$ cat config.mk
export PLATFORM = sky130hd
export DESIGN_NAME = seq_right_shifter_flat
export DESIGN_NICKNAME = d
export VERILOG_FILES = /design/src/rtl/seq_right_shifter_pkg.sv /design/src/rtl/seq_right_shifter_if.sv /design/src/rtl/seq_right_shifter.sv /design/src/flat_wrapper.sv
export SDC_FILE = /design/constraint.sdc
export NUM_CORES = 1
export LEC_CHECK = 0
export BUFFER_PORTS_ARGS = -buffer_cell sky130_fd_sc_hd__buf_2
export CORE_MARGIN = 2
export CORE_UTILIZATION = 35
export CTS_CLUSTER_SIZE = 24
export DETAILED_ROUTE_END_ITERATION = 8
export PLACE_DENSITY_LB_ADDON = 0.2
export SYNTH_ARGS = -nofsm -noshare
export SYNTH_HDL_FRONTEND = slang
export SYNTH_SLANG_ARGS = --single-unit
export TNS_END_PERCENT = 5
$ cat constraint.sdc
create_clock -name clk -period 1.34 [get_ports clk]
set_input_delay 0.402 -clock clk [delete_from_list [all_inputs] [get_ports clk]]
set_output_delay 0.402 -clock clk [all_outputs]
set_load 0.02 [all_outputs]
$ cat src/rtl/seq_right_shifter_pkg.sv
// Shared types and width helper for the shifter family.
// The combinational left shifter derives its data width from shr_width() as well.
package shifter_pkg;

  typedef enum logic [1:0] {S_IDLE, S_SHIFT, S_DONE} shr_state_t;

  localparam int unsigned DefaultN = 2;

  function automatic int unsigned shr_width(input int unsigned n);
    return 32'd1 << n;
  endfunction

endpackage

$ cat src/rtl/seq_right_shifter_if.sv
// Operand and result handshakes of the sequential right shifter.
// The producer/consumer side uses master; the shifter uses slave.
interface seq_right_shifter_if
  import shifter_pkg::*;
#(
  parameter int unsigned N = DefaultN
);

  localparam int unsigned W = shr_width(N);

  logic         in_valid;
  logic         in_ready;
  logic [W-1:0] A;
  logic [N-1:0] shamt;
  logic         arith;
  logic         out_valid;
  logic         out_ready;
  logic [W-1:0] Y;

  modport master (
    output in_valid, A, shamt, arith, out_ready,
    input  in_ready, out_valid, Y
  );

  modport slave (
    input  in_valid, A, shamt, arith, out_ready,
    output in_ready, out_valid, Y
  );

endinterface

$ cat src/rtl/seq_right_shifter.sv
// Multi-cycle logical/arithmetic right shifter: one bit position per clock,
// operands in and results out on independent valid/ready handshakes.
module seq_right_shifter
  import shifter_pkg::*;
#(
  parameter int unsigned N = DefaultN
) (
  input  logic                clk,
  input  logic                rst_n,
  seq_right_shifter_if.slave  bus
);

  localparam int unsigned W = shr_width(N);

  shr_state_t   r_state, w_state;
  logic [W-1:0] r_sreg, w_sreg;
  logic [N-1:0] r_cnt, w_cnt;
  logic         r_mode, w_mode;
  logic         w_in_ready;
  logic         w_out_valid;
  logic         w_fill;

  assign w_fill = r_mode & r_sreg[W-1];

  always_comb begin
    w_state     = r_state;
    w_sreg      = r_sreg;
    w_cnt       = r_cnt;
    w_mode      = r_mode;
    w_in_ready  = 1'b0;
    w_out_valid = 1'b0;
    unique case (r_state)
      S_IDLE: begin
        w_in_ready = 1'b1;
        if (bus.in_valid) begin
          w_sreg  = bus.A;
          w_cnt   = bus.shamt;
          w_mode  = bus.arith;
          w_state = (bus.shamt == '0) ? S_DONE : S_SHIFT;
        end
      end
      S_SHIFT: begin
        // cnt is at least 1 here, so the decrement never wraps
        w_sreg = {w_fill, r_sreg[W-1:1]};
        w_cnt  = r_cnt - N'(1);
        if (r_cnt == N'(1)) begin
          w_state = S_DONE;
        end
      end
      S_DONE: begin
        w_out_valid = 1'b1;
        if (bus.out_ready) begin
          w_state = S_IDLE;
        end
      end
      default: w_state = S_IDLE;
    endcase
  end

  always_ff @(posedge clk or negedge rst_n) begin
    if (!rst_n) begin
      r_state <= S_IDLE;
      r_sreg  <= '0;
      r_cnt   <= '0;
      r_mode  <= 1'b0;
    end else begin
      r_state <= w_state;
      r_sreg  <= w_sreg;
      r_cnt   <= w_cnt;
      r_mode  <= w_mode;
    end
  end

  assign bus.in_ready  = w_in_ready;
  assign bus.out_valid = w_out_valid;
  assign bus.Y         = r_sreg;

endmodule

$ cat src/flat_wrapper.sv
// flat-port wrapper written by rule: the top's interface ports become plain ports
module seq_right_shifter_flat import shifter_pkg::*;
#(
  parameter int unsigned N = DefaultN
)
  (clk, rst_n, bus_in_valid, bus_A, bus_shamt, bus_arith, bus_out_ready, bus_in_ready, bus_out_valid, bus_Y);
  seq_right_shifter_if #(.N(N)) bus_i ();
  input  logic clk;
  input  logic rst_n;
  input wire logic [$bits(bus_i.in_valid)-1:0] bus_in_valid;
  input wire logic [$bits(bus_i.A)-1:0] bus_A;
  input wire logic [$bits(bus_i.shamt)-1:0] bus_shamt;
  input wire logic [$bits(bus_i.arith)-1:0] bus_arith;
  input wire logic [$bits(bus_i.out_ready)-1:0] bus_out_ready;
  output wire logic [$bits(bus_i.in_ready)-1:0] bus_in_ready;
  output wire logic [$bits(bus_i.out_valid)-1:0] bus_out_valid;
  output wire logic [$bits(bus_i.Y)-1:0] bus_Y;
  assign bus_i.in_valid = bus_in_valid;
  assign bus_i.A = bus_A;
  assign bus_i.shamt = bus_shamt;
  assign bus_i.arith = bus_arith;
  assign bus_i.out_ready = bus_out_ready;
  assign bus_in_ready = bus_i.in_ready;
  assign bus_out_valid = bus_i.out_valid;
  assign bus_Y = bus_i.Y;
  seq_right_shifter #(.N(N)) u_core (.clk(clk), .rst_n(rst_n), .bus(bus_i));
endmodule
After elaboration in Yosys (flattened, before gate mapping)
Cells that the tools add are included.
{ "classes": {"addsub": 1, "n_eq_ne": 6, "muxes": 11, "bitwise_logic": 1, "reduce_logical": 6} }
{ "op_table": {"columns": ["operator", "n"], "rows": [
  ["two-way mux 2 bit", 5],
  ["case mux 4 bit (2 select lines)", 1],
  ["case mux 2 bit (3 select lines)", 1],
  ["== test 2 x 1 -> 1 bit (second input constant)", 2],
  ["zero test 2 bit", 2],
  ["two-way mux 4 bit", 1],
  ["!= test 2 bit (second input constant)", 2],
  ["case mux 2 bit (2 select lines)", 1],
  ["AND reduction 2 bit", 2],
  ["AND reduction 3 bit", 1],
  ["== test 2 bit (second input constant)", 1],
  ["two-way mux 1 bit", 2],
  ["!= test 2 x 1 -> 1 bit (second input constant)", 1],
  ["nonzero test 2 bit", 1],
  ["subtractor 2 x 1 -> 2 bit (second input constant)", 1],
  ["AND 1 bit", 1]
]} }
{ "word_totals": {"reg_bits": 9, "input_bits": 11, "output_inout_bits": 6} }

Longest topological paths before layout
{ "depth": {"depth_word": 4, "mapped_depth": 4, "ltp_nobuf": 4} }

Worst setup path after synthesis
OpenSTA, ideal clock, no wires.
{ "synth_path": {"path_type": "register to output", "startpoint": "register u_core.r_state[0]", "endpoint": "output port bus_in_ready", "arrival_time_ns": 0.942, "required_ns": 0.938, "path_slack_ns": -0.004, "path_stages_with_launch": 4, "n_path_buf": 2, "cell_sequence": "dfrtp_1 buf_6 buf_2 nor2_1"} }
{ "synth_via": {"elab_chain_len": 2} }
{ "synth_rtl": {"columns": ["element", "line_no", "rtl"], "rows": [
  ["start: declaration", "seq_right_shifter.sv:15", "shr_state_t r_state, w_state;"],
  ["start signal: assignment", "seq_right_shifter.sv:67", "r_state <= w_state;"],
  ["zero test 2 bit", "seq_right_shifter.sv:32", "unique case (r_state)"],
  ["two-way mux 1 bit", "seq_right_shifter.sv:32", null],
  ["end: declaration", "flat_wrapper.sv:15", "output wire logic [$bits(bus_i.in_ready)-1:0] bus_in_ready;"]
]} }
No other way between the ends.

Worst setup path in the final report
{ "layout_path": {"startpoint": "register u_core.r_state[0]", "endpoint": "output port bus_out_valid"} }
{ "layout_via": {"elab_chain_len": 2} }
{ "layout_rtl": {"columns": ["element", "line_no", "rtl"], "rows": [
  ["== test 2 bit", "seq_right_shifter.sv:32", null],
  ["two-way mux 1 bit", "seq_right_shifter.sv:32", null],
  ["end: declaration", "flat_wrapper.sv:16", "output wire logic [$bits(bus_i.out_valid)-1:0] bus_out_valid;"]
]} }
No other way between the ends.

==> flow_summary_export.csv <==
group,metric,value,unit
outcome,status,"finished with violations",
outcome,violations,"setup timing",
sta,min_period,1380,ps
synthesis,syn_area_per_cell,9.72,um2
sta,final_max_slew_viol_count,0,
hold_path,holdPathEnd,"u_core.r_mode",
setup_path,worstReg2RegStart,"u_core.r_state[0]",
synthesis,postSynthCellCount,51,
sta,fin_tns_setup,-79.7,ps
grt,busiest_layer,"met2",
placed_design,dp_slack,35.1,ps
final_layout,area_delta_synth_final,36.4,%
sta,hold_ws,373,ps
grt,grt_max_degree,10,
floorplan,die_w,41.6,um
synthesis,async_flop_share,1.00,
drt,drc_errors,0,
grt,grt_pass1_wl,1.77,mm
placed_design,hpwl,797,um
synthesis,synth_edf_count,0,
power,p_clk_frac,0.129,
synthesis,synth_area,495,um2
power,p_seq_frac,0.331,
synthesis,ys_top_cells_by_area,"dfrtp_1, o22ai_1, nor3_1",
clock_tree,clkSinkCount,9,
drt,num_vias,444,
final_layout,drive_gt1_frac,0.427,
floorplan,pin_count,17,
sta,fin_ws,-42.5,ps
clock_tree,cts_max_level,1,
drt,drt_iter0_drc,8,
drt,antenna_left,0,
power,power_density,2350,nW/um2
final_layout,final_cell_mix,"buf_2, dfrtp_1, nor3_1",
setup_path,start_kind,"register",
synthesis,synth_top_area_frac,0.455,
placed_design,dp.cells,83,
hold_path,holdCritPathClass,"primary input to register",
sta,fmax,723,MHz
clock_tree,clkLatencyLatePin,260,ps
placed_design,gp_congestion,0.761,
sta,setup_violations,2,
clock_tree,cts_tree,"built",
synthesis,synth_nets,63,
floorplan,die_h,41.6,um
setup_path,worstPathRequired,940,ps
floorplan,core,1320,um2
clock_tree,ctsLongestPathBuffers,2,
grt,antenna_found_initial,0,
setup_path,arrival,980,ps
synthesis,synth_warnings,0,
synthesis,ys.flop_type,"dfrtp_1",
grt,grtUsageMet2,0.203,
flow_run,cap_violations,0,
sta,fin_worst_skew,2.73,ps
grt,gr-usage-all-layers,0.138,
hold_path,min_path_cells,2,
power,pwr-share-comb,0.539,
clock_tree,cts_made_buffers,3,
setup_path,critPathKind,"register to primary output",
synthesis,synthMuxAreaShare,0.0732,
setup_path,r2r_slack,60,ps
synthesis,synth-compound-area-share,0.172,
synthesis,synth_top_family_by_area,"simple AND/OR/NAND/NOR gates",
hold_path,holdCritStartpoint,"bus_arith",
placed_design,port_buffers,16,
drt,viasPerCell,4.93,
power,netSwitchingFraction,0.403,
clock_tree,clk_pin_slew,60,ps
grt,globalRouteMet3Util,0.0826,
drt,totalWireLength,1.09,mm
sta,rsz0062_at_grt,"true",
sta,fin_crit_sh,1.03,
setup_path,ff2ff_path_depth,4,
floorplan,initial_core_util,0.376,
power,internal_power,948,uW
grt,grt-ovfl-total,0,
setup_path,crit_fanout,3,
synthesis,synthAdderAreaFrac,0.0253,
synthesis,ys_types,21,
floorplan,die_area,1730,um2
synthesis,synth_xor_area_frac,0,
setup_path,worstReg2RegEnd,"u_core.r_mode",
synthesis,synth-simple-area-share,0.182,
setup_path,end_kind,"primary output",
final_layout,fin_cells,90,
sta,max-slew-margin-rel,0.796,
final_layout,mostFrequentLayoutCell,"buf_2",
floorplan,num_rows,13,
final_layout,num_antenna_cells,0,
synthesis,ys_seq_area_frac,0.455,
final_layout,layout.nets,88,
synthesis,synth_seq_cells,9,
drt,drtPass1Iterations,4,
power,leakagePower,0.000328,uW
synthesis,synth_top_area_cell,"dfrtp_1",
drt,wl_per_cell,12.1,um
grt,grt_pass1_vias,409,
sta,tightest_slew,306,ps
clock_tree,cts-root-buf,"clkbuf_4",
power,p_switching,641,uW
sta,finalHoldViolCount,0,
power,ir_drop,0.964,mV
grt,use_met1,0.170,
[per-layer routing]
layer | routed length, um | up-vias
met1 | 499 | 195
li1 | - | 234
met3 | 83 | 2
met2 | 493 | 13
met5 | 0 | -
met4 | 9 | 0
[synth_stat cells, types with 2 or more instances]
cell type	number
nand2b_1	2
o32ai_1	3
inv_1	5
nor2_1	6
o22ai_1	5
buf_6	2
dfrtp_1	9
nor3_1	6
[how the worst max path moves through the flow]
stage / start / end / slack, ps / cells after the start
final: u_core.r_state[0] / bus_out_valid / -40 / 2
after global routing: u_core.r_state[1] / bus_out_valid / -110 / 3
after CTS: u_core.r_state[1] / bus_in_ready / -60 / 3
after detailed placement: bus_in_valid / u_core.r_mode / 40 / 4
after global placement: bus_in_valid / u_core.r_mode / 60 / 4
after floorplan: u_core.r_state[0] / bus_in_ready / 80 / 3
[what timing repair did]
action	4_1_cts	5_1_grt
resized for setup	8	0
endpoints found under the hold margin	9	0
setup endpoints to repair	2	2
setup buffers	2	0
hold buffers	1	0
[worst max-delay path, cell delays in order, from the launching register on]
cell and delay, ps:
dfrtp_2 440, nor2_2 150, buf_6 130
[logic make-up after synthesis]
kind of cell | Yosys count
simple gates | 18
compound gates | 12
mux | 3
buf+inv | 8
fa+ha+maj | 1
flops | 9
[per-stage QoR]
step / power (uW) / utilization / cell area, um2
floorplan: 1080 / - / 498
global placement: 1280 / 0.455 / 599
detailed placement: 1290 / 0.455 / 599
CTS: 1620 / 0.513 / 676
global route: 1730 / 0.513 / 676
finish: 1590 / 0.513 / 676
[area by class of cell]
type | instances | area (um2)
sequential | 9 | 226
inverter | 5 | 18.8
multi-input combinational | 34 | 234
timing repair buffer | 23 | 151
tap | 15 | 18.8
clock buffer | 4 | 26.3
fill | 129 | 642
[sequential cells by signal, summed over array words and instances (netlist names)]
signal / count
u_core.r_mode: 1
u_core.r_cnt: 2
u_core.r_state: 2
u_core.bus.Y: 4
[power groups by stage]
stage	clock [uW]	combinational [uW]	sequential, uW
floorplan	0	509	567
global placement	0	754	528
detailed placement	0	762	526
CTS	220	872	527
global route	237	944	546
finish	205	857	527
(Power assumes the default switching activity.)
